File: src/rtl/mem_port_arbiter.sv
// Round-robin arbiter sharing one synchronous-read memory port between a fetch
// requester and a load/store requester; one access in flight, registered memory controls.
module mem_port_arbiter #(
  parameter int ADDR_WIDTH  = 32,
  parameter int DATA_WIDTH  = 32,
  parameter int MEM_LATENCY = 1
) (
  input  logic                    clk,
  input  logic                    rst_n,
  input  logic                    if_req,
  input  logic [ADDR_WIDTH-1:0]   if_addr,
  output logic                    if_rsp_valid,
  output logic                    if_rsp_err,
  output logic [DATA_WIDTH-1:0]   if_rdata,
  input  logic                    ls_req,
  input  logic                    ls_we,
  input  logic [ADDR_WIDTH-1:0]   ls_addr,
  input  logic [DATA_WIDTH-1:0]   ls_wdata,
  input  logic [DATA_WIDTH/8-1:0] ls_be,
  output logic                    ls_rsp_valid,
  output logic [DATA_WIDTH-1:0]   ls_rdata,
  output logic [ADDR_WIDTH-1:0]   mem_address,
  output logic [DATA_WIDTH-1:0]   mem_write_data,
  output logic                    mem_write_enable,
  output logic [DATA_WIDTH/8-1:0] mem_byte_enable,
  input  logic [DATA_WIDTH-1:0]   mem_read_data
);
  localparam int BW = DATA_WIDTH / 8;
  localparam int CW = (MEM_LATENCY > 1) ? $clog2(MEM_LATENCY) : 1;

  typedef enum logic [1:0] {IDLE, ISSUE, WAIT, RESP} state_t;

  state_t                  state_q, state_d;
  logic                    last_ls_q, last_ls_d;
  logic                    misalign_q, misalign_d;
  logic                    store_q, store_d;
  logic [CW-1:0]           lat_q, lat_d;
  logic [ADDR_WIDTH-1:0]   mem_addr_q, mem_addr_d;
  logic [DATA_WIDTH-1:0]   mem_wdata_q, mem_wdata_d;
  logic                    mem_we_q, mem_we_d;
  logic [BW-1:0]           mem_be_q, mem_be_d;
  logic                    if_rsp_valid_q, if_rsp_valid_d;
  logic                    if_rsp_err_q, if_rsp_err_d;
  logic [DATA_WIDTH-1:0]   if_rdata_q, if_rdata_d;
  logic                    ls_rsp_valid_q, ls_rsp_valid_d;
  logic [DATA_WIDTH-1:0]   ls_rdata_q, ls_rdata_d;
  logic                    pick_ls;

  // Loads and stores are word accesses; the low address bits carry no meaning.
  logic unused_ls_addr;
  assign unused_ls_addr = ^ls_addr[1:0];

  always_comb begin
    state_d        = state_q;
    last_ls_d      = last_ls_q;
    misalign_d     = misalign_q;
    store_d        = store_q;
    lat_d          = lat_q;
    mem_addr_d     = mem_addr_q;
    mem_wdata_d    = mem_wdata_q;
    mem_we_d       = mem_we_q;
    mem_be_d       = mem_be_q;
    if_rsp_valid_d = 1'b0;
    if_rsp_err_d   = 1'b0;
    if_rdata_d     = if_rdata_q;
    ls_rsp_valid_d = 1'b0;
    ls_rdata_d     = ls_rdata_q;
    // On a tie the side that did not win last time is served.
    pick_ls        = ls_req && !(if_req && last_ls_q);
    case (state_q)
      IDLE: begin
        if (if_req || ls_req) begin
          state_d   = ISSUE;
          last_ls_d = pick_ls;
          if (pick_ls) begin
            misalign_d  = 1'b0;
            store_d     = ls_we;
            mem_addr_d  = {ls_addr[ADDR_WIDTH-1:2], 2'b00};
            mem_wdata_d = ls_wdata;
            mem_we_d    = ls_we;
            mem_be_d    = ls_we ? ls_be : '0;
          end else if (if_addr[1:0] != 2'b00) begin
            misalign_d = 1'b1;
            store_d    = 1'b0;
          end else begin
            misalign_d = 1'b0;
            store_d    = 1'b0;
            mem_addr_d = if_addr;
            mem_we_d   = 1'b0;
            mem_be_d   = '0;
          end
        end
      end
      ISSUE: begin
        mem_we_d = 1'b0;
        if (misalign_q) begin
          state_d        = RESP;
          if_rsp_valid_d = 1'b1;
          if_rsp_err_d   = 1'b1;
          if_rdata_d     = '0;
        end else begin
          state_d = WAIT;
          lat_d   = CW'(MEM_LATENCY - 1);
        end
      end
      WAIT: begin
        if (lat_q == '0) begin
          state_d = RESP;
          if (last_ls_q) begin
            ls_rsp_valid_d = 1'b1;
            ls_rdata_d     = store_q ? '0 : mem_read_data;
          end else begin
            if_rsp_valid_d = 1'b1;
            if_rdata_d     = mem_read_data;
          end
        end else begin
          lat_d = lat_q - CW'(1);
        end
      end
      RESP:    state_d = IDLE;
      default: state_d = IDLE;
    endcase
  end

  always_ff @(posedge clk or negedge rst_n) begin
    if (!rst_n) begin
      state_q        <= IDLE;
      last_ls_q      <= 1'b1;
      misalign_q     <= 1'b0;
      store_q        <= 1'b0;
      lat_q          <= '0;
      mem_addr_q     <= '0;
      mem_wdata_q    <= '0;
      mem_we_q       <= 1'b0;
      mem_be_q       <= '0;
      if_rsp_valid_q <= 1'b0;
      if_rsp_err_q   <= 1'b0;
      if_rdata_q     <= '0;
      ls_rsp_valid_q <= 1'b0;
      ls_rdata_q     <= '0;
    end else begin
      state_q        <= state_d;
      last_ls_q      <= last_ls_d;
      misalign_q     <= misalign_d;
      store_q        <= store_d;
      lat_q          <= lat_d;
      mem_addr_q     <= mem_addr_d;
      mem_wdata_q    <= mem_wdata_d;
      mem_we_q       <= mem_we_d;
      mem_be_q       <= mem_be_d;
      if_rsp_valid_q <= if_rsp_valid_d;
      if_rsp_err_q   <= if_rsp_err_d;
      if_rdata_q     <= if_rdata_d;
      ls_rsp_valid_q <= ls_rsp_valid_d;
      ls_rdata_q     <= ls_rdata_d;
    end
  end

  assign if_rsp_valid     = if_rsp_valid_q;
  assign if_rsp_err       = if_rsp_err_q;
  assign if_rdata         = if_rdata_q;
  assign ls_rsp_valid     = ls_rsp_valid_q;
  assign ls_rdata         = ls_rdata_q;
  assign mem_address      = mem_addr_q;
  assign mem_write_data   = mem_wdata_q;
  assign mem_write_enable = mem_we_q;
  assign mem_byte_enable  = mem_be_q;

  // While an access is in flight its owner must keep requesting until the response.
  a_req_held: assert property (@(posedge clk) disable iff (!rst_n)
    (state_q != IDLE) |-> (last_ls_q ? ls_req : if_req));
endmodule

File: config.mk
export PLATFORM = sky130hd
export DESIGN_NAME = mem_port_arbiter
export DESIGN_NICKNAME = d
export VERILOG_FILES = /design/src/rtl/mem_port_arbiter.sv
export SDC_FILE = /design/constraint.sdc
export NUM_CORES = 1
export LEC_CHECK = 0
export ABC_AREA = 0
export CORE_UTILIZATION = 44
export DETAILED_ROUTE_END_ITERATION = 16
export PLACE_DENSITY = 0.86
export SETUP_SLACK_MARGIN = 0.02
export SKIP_CTS_REPAIR_TIMING = 1
export SYNTH_ARGS = -nofsm -noshare
export SYNTH_HDL_FRONTEND = slang
export SYNTH_SLANG_ARGS = --single-unit
File: constraint.sdc
create_clock -name clk -period 3.5 [get_ports clk]
set_input_delay 0.35 -clock clk [delete_from_list [all_inputs] [get_ports clk]]
set_output_delay 0.35 -clock clk [all_outputs]
set_load 0.01 [all_outputs]
==> impl_metrics.py, run 1 <==
metrics = {
    "status": {
        "status": "finished, final reports clean",
    },
    "synth": {
        "synthAdderAreaFrac": 0.008606,
        "yosys.area_share.simple": 0.06325,
        "seq_area_frac_synth": 0.6069,
        "synthTopCellsByCount": "140 x dfrtp_1, 79 x mux2_2, 69 x nand2_1",
        "ys_async_sr_fraction": 1.000,
        "synth_top_family_by_area": "multiplexers",
        "ys_ff_latch": 141,
        "synth_area_per_cell_um2": 13.28,
        "synth_top_area_cell": "dfrtp_1",
        "synthFlopType": "dfrtp_1",
        "muxShareOfSynthArea": 0.1846,
        "synth-compound-area-share": 0.1035,
        "synth_edf_count": 0,
        "synth.area.top_cells": "dfrtp_1 60%, mux2_2 15%, a22o_1 4.8%",
        "synthDistinctLibCells": 34,
        "synth_xor_area_frac": 0,
        "yosysMostFrequentCell": "dfrtp_1",
        "syn_area_um2": 5816,
        "synth_nets": 579,
        "synth_top_area_share": 0.6024,
        "synth_warnings": 0,
        "synthCells": 438,
    },
    "sta": {
        "min_period_ps": 2417,
        "rsz0062_at_grt": "false",
        "clock.fmax_mhz": 413.7,
        "min_period_over_period": 0.6907,
        "finalSetupViolCount": 0,
        "hold_viol": 0,
        "clock_skew_ps": 6.566,
        "tightest_slew_ps": 1021,
        "drv_slew": 0,
        "maxSlewHeadroom": 0.3192,
        "tns_ps": 0,
    },
    "power_and_ir_drop": {
        "switching_share": 0.3215,
        "p_int_w": 0.005739,
        "power.switching_w": 0.002719,
        "p_comb_frac": 0.445,
        "clock_power_share": 0.216,
        "powerDensity_nw_per_um2": 913.2,
        "power_frac_seq": 0.338,
        "power_w": 0.008457,
        "leakage_nw": 3.978,
        "ir_drop_v": 0.0004879,
    },
    "finish": {
        "areaGrowthSynthToFinish_pct": 59.25,
        "antenna_cells": 0,
        "nNetsFinal": 848,
        "final_cells": 892,
        "design_area_um2": 9261,
        "drive_gt1_frac": 0.1903,
    },
    "placed_design": {
        "numPortBuffers": 270,
        "place_congestion": 0.7856,
        "dpl_cell_area_um2": 8650,
        "detailed_place_hpwl_um": 11370,
        "dp_cells": 860,
    },
    "worst_setup_path": {
        "cp-start-kind": "flip-flop",
        "critPathMaxFanout": 26,
        "critical_path_required_ps": 3790,
        "crit_chain": "inv_1 > ha_1 > nand2_1 > a21oi_4 > buf_4 > mux2_2",
        "cpMaxStageDelayCell": "ha_1",
        "arrival_ps": 2710,
        "cpPeakStageDelay_ps": 450,
        "worstSetupEndpointType": "flip-flop",
        "path_class": "reg2reg",
    },
    "grt": {
        "grt_first_pass_wirelength_um": 23780,
        "first_global_vias": 4850,
        "grt_max_degree": 117,
        "grt_overflow": 0,
        "antenna_found_initial": 0,
        "grt.total_usage": 0.2345,
    },
    "floorplanning": {
        "ioPinCount": 273,
        "die_x_um": 117.0,
        "start_util": 0.4553,
        "rows": 41,
        "dieArea_um2": 13680,
        "fp.dieH_um": 117.0,
        "coreArea_um2": 12770,
    },
    "clock_tree": {
        "cts_made_buffers": 17,
        "clock_latency_ps": 410,
        "path_clk_slew_ps": 60,
        "clockBufferDepth": 2,
        "cts_tree": "built",
        "cts_max_level": 4,
        "root_buffer": "clkbuf_16",
        "cts_sinks": 141,
    },
    "detailed_routing": {
        "initialDrtViolationCount": 230,
        "wl_per_cell_um": 17.63,
        "drc": 0,
        "routed_wl_um": 15730,
        "drt-vias-per-instance": 5.113,
        "dr.pass1.iters": 6,
        "ant_nets": 0,
        "vias": 4561,
    },
    "hold_path": {
        "min_path_type": "in2async",
    },
    "run": {
        "cap_viol_max_count": 0,
    },
}
final timing paths:
check / start / end / slack (ps) / cells after the start
setup reg to reg: state_q[0] / mem_write_data[5] / 1080 / 6
max in group asynchronous: rst_n / mem_address[1] / 2590 / 2
hold reg to reg: ls_rdata[19] / ls_rdata[19] / 480 / 2
setup / recovery: state_q[0] / mem_write_data[5] / 1080 / 6
min in group clk: ls_rdata[19] / ls_rdata[19] / 480 / 2
hold / removal: rst_n / if_rdata[17] / 70 / 1
cells by family after synthesis:
kind of cell | count (synthesis)
AOI/OAI and AO/OA | 82
adders and majority gates | 4
buffers and inverters | 35
DFF | 141
muxes | 92
and+or+nand+nor | 84
metal layers:
metal,GRT usage,up-vias,share of wire
met1,0.2399,2233,0.37
met2,0.4197,194,0.52
met4,0.1266,0,0.034
met3,0.08290,41,0.078
met5,0,-,0
li1,-,2093,-
per-stage QoR:
stage	util	setup slack, ps	hold slack, ps
finish	0.7250	1083	68.71
CTS	0.7250	1079	135.8
detailed placement	0.6771	900.3	469.1
global route	0.7250	951.3	173.5
global placement	0.6771	950.9	463.0
floorplan	-	1836	54.41
power groups by stage:
stage	sequential, W	combinational [W]	clock, W
detailed placement	0.00288	0.00377	0
floorplan	0.00316	0.00142	0
global route	0.00296	0.00404	0.00193
global placement	0.00282	0.00368	0
finish	0.00286	0.00377	0.00183
CTS	0.00287	0.00380	0.00186
worst max-delay path, delay by kind of cell, from the launching register on:
kind	cells	cell delay (ps)
buffers and inverters	2	530
adder cells (fa/ha/maj)	1	450
flip-flops	1	410
multiplexers	1	390
AO/OA/AOI/OAI	1	340
AND/OR/NAND/NOR	1	170
placed cells by master, fill, tap and decap left out, types with 2 or more instances in the layout:
cell type,n
clkdlybuf4s50_1,269
dfrtp_1,140
mux2_2,79
nand2_1,68
o21ai_0,34
a22o_1,32
clkbuf_16,17
mux2_4,10
buf_4,7
inv_1,6
a32o_1,4
ha_1,4
a21oi_1,3
nand3_1,3
mux2_1,3
bufinv_16,3
clkinv_2,3
clkbuf_8,3
nand2b_1,2
nand4b_1,2
and2_1,2
o31ai_1,2
clkinv_4,2
clkbuf_1,2
clkinvlp_4,2
state kept, by name (all words and copies together) (netlist names):
name              count
mem_byte_enable       4
mem_address          32
if_rdata             32
misalign_q            1
if_rsp_valid          1
store_q               1
ls_rdata             32
mem_write_enable      1
mem_write_data       32
state_q               2
last_ls_q             1
if_rsp_err            1
ls_rsp_valid          1
layout make-up:
class | count | area, µm²
repair buffers | 278 | 2776
inverters | 7 | 26.28
multi-input cells | 262 | 2102
flip-flops and latches | 141 | 3530
fillers | 824 | 3512
well taps | 172 | 215.2
clock buffers | 22 | 474.2
clock inverters | 10 | 137.6
Note: power is estimated with default switching activity, not from simulation.
==> inputs of run 2 (changes only) <==
- CORE_UTILIZATION: 44 -> 41
- PLACE_DENSITY: 0.86 -> 0.81
- clock period: 3.5 -> 2.3 ns (I/O delays scaled with it)
==> impl_metrics.py, run 2 (synthesis results as in run 1) <==
metrics = {
    "sta": {
        "finalSetupViolCount": 0,
        "layout_setup_ws_ps": 441.7,
        "maxSlewHeadroom": 0.6098,
        "rsz0062_at_grt": "false",
        "min_period_ps": 1858,
        "drv_slew": 0,
        "clock_skew_ps": 5.328,
        "tns_ps": 0,
        "min_period_over_period": 0.8080,
        "tightest_slew_ps": 585.3,
        "hold_viol": 0,
        "clock.fmax_mhz": 538.1,
    },
    "floorplanning": {
        "fp.dieH_um": 121.1,
        "die_x_um": 121.1,
        "start_util": 0.4190,
        "rows": 43,
        "dieArea_um2": 14670,
        "coreArea_um2": 13880,
        "ioPinCount": 273,
    },
    "detailed_routing": {
        "wl_per_cell_um": 17.06,
        "wl_met1_um": 5895,
        "wl_met3_um": 1268,
        "routed_wl_um": 15500,
        "drc": 0,
        "drt-vias-per-instance": 4.993,
        "vias": 4539,
        "ant_nets": 0,
        "initialDrtViolationCount": 272,
        "wl_met2_um": 8098,
        "dr.pass1.iters": 4,
        "top_layer": "met4",
    },
    "finish": {
        "areaGrowthSynthToFinish_pct": 62.28,
        "drive_gt1_frac": 0.1989,
        "design_area_um2": 9438,
        "layout_commonest_cell": "clkdlybuf4s50_1",
        "final_cell_mix": "269 x clkdlybuf4s50_1, 140 x dfrtp_1, 79 x mux2_2, 68 x nand2_1, 34 x o21ai_0",
        "antenna_cells": 0,
        "nNetsFinal": 857,
    },
    "placed_design": {
        "place_congestion": 0.7918,
        "detailed_place_hpwl_um": 11290,
        "dpl_cell_area_um2": 8770,
        "numPortBuffers": 270,
        "pre_cts_slack_ps": 240.4,
    },
    "worst_setup_path": {
        "arrival_ps": 2150,
        "crit_chain": "inv_1 > ha_1 > buf_4 > o21a_4 > buf_12 > mux2_2",
        "path_class": "reg2reg",
        "cpMaxStageDelayCell": "dfrtp_1",
        "worstSetupEndpointType": "flip-flop",
        "critPathMaxFanout": 27,
        "cpPeakStageDelay_ps": 410,
        "critical_path_required_ps": 2590,
        "cp-start-kind": "flip-flop",
    },
    "status": {
        "status": "finished, final reports clean",
    },
    "run": {
        "cap_viol_max_count": 0,
    },
    "clock_tree": {
        "cts_sinks": 141,
        "cts_tree": "built",
        "cts_max_level": 4,
        "cts_made_buffers": 17,
        "path_clk_slew_ps": 60,
        "clockBufferDepth": 2,
        "root_buffer": "clkbuf_16",
        "clock_latency_ps": 410,
    },
    "grt": {
        "grt_first_pass_wirelength_um": 24590,
        "first_global_vias": 4931,
        "antenna_found_initial": 0,
        "grt_overflow": 0,
        "grt.total_usage": 0.2206,
        "grt_max_degree": 64,
    },
    "hold_path": {
        "min_path_type": "in2async",
    },
    "power_and_ir_drop": {
        "power_w": 0.01320,
        "leakage_nw": 4.061,
        "ir_drop_v": 0.0007353,
        "powerDensity_nw_per_um2": 1398,
    },
}
[run 2: changes by cell type in the layout (fill, tap and decap cells not counted)]
cell,before,now
clkinv_4,2,0
buf_12,1,5
inv_6,0,1
bufinv_16,3,5
buf_4,7,11
dlygate4sd3_1,0,1
clkinv_2,3,2
[run 2: worst paths after layout]
path                                        start            endpoint  slack, ps  cells after the start
worst max-delay path                   state_q[0]      mem_address[4]        440                      6
worst min-delay path                        rst_n        ls_rdata[24]        380                      2
worst max register to register         state_q[0]      mem_address[4]        440                      6
worst min register to register        ls_rdata[7]         ls_rdata[7]        480                      2
max in group asynchronous                   rst_n  mem_byte_enable[2]       1270                      3
min in group clk                mem_read_data[19]        ls_rdata[19]        420                      3
[run 2: critical path: cells and delay by family (launching register included)]
kind            cells  cell delay (ps)
compound gates      1              190
fa+ha+maj           1              220
buf+inv             3              540
flops               1              410
mux                 1              360
[run 2: through the flow]
stage               std cells  utilization  hold WS [ps]
global route              909       0.6799         403.1
finish                    909       0.6799         381.4
global placement          876       0.6318         249.6
floorplan                 438            -        -65.59
detailed placement        876       0.6318         255.1
CTS                       908       0.6792        -189.2
[run 2: final cells by class]
cell class / instances / area [µm²]
Multi-Input combinational cell: 262 / 2102
Clock inverter: 10 / 183.9
Sequential cell: 141 / 3530
Fill cell: 1000 / 4443
Tap cell: 180 / 225.2
Timing Repair Buffer: 287 / 2897
Inverter: 7 / 26.28
Clock buffer: 22 / 474.2
[run 2: layer usage]
| metal | global-route usage | vias up |
|---|---|---|
| met2 | 0.3882 | 206 |
| met4 | 0.09568 | 0 |
| met3 | 0.07237 | 17 |
| met5 | 0 | - |
| met1 | 0.2417 | 2215 |
| li1 | - | 2101 |
[run 2: power breakdown]
group	internal, W	total (W)	switching, W
clock	0.00201	0.00301	0.00100
combinational	0.00337	0.00583	0.00245
sequential	0.00367	0.00435	0.000685
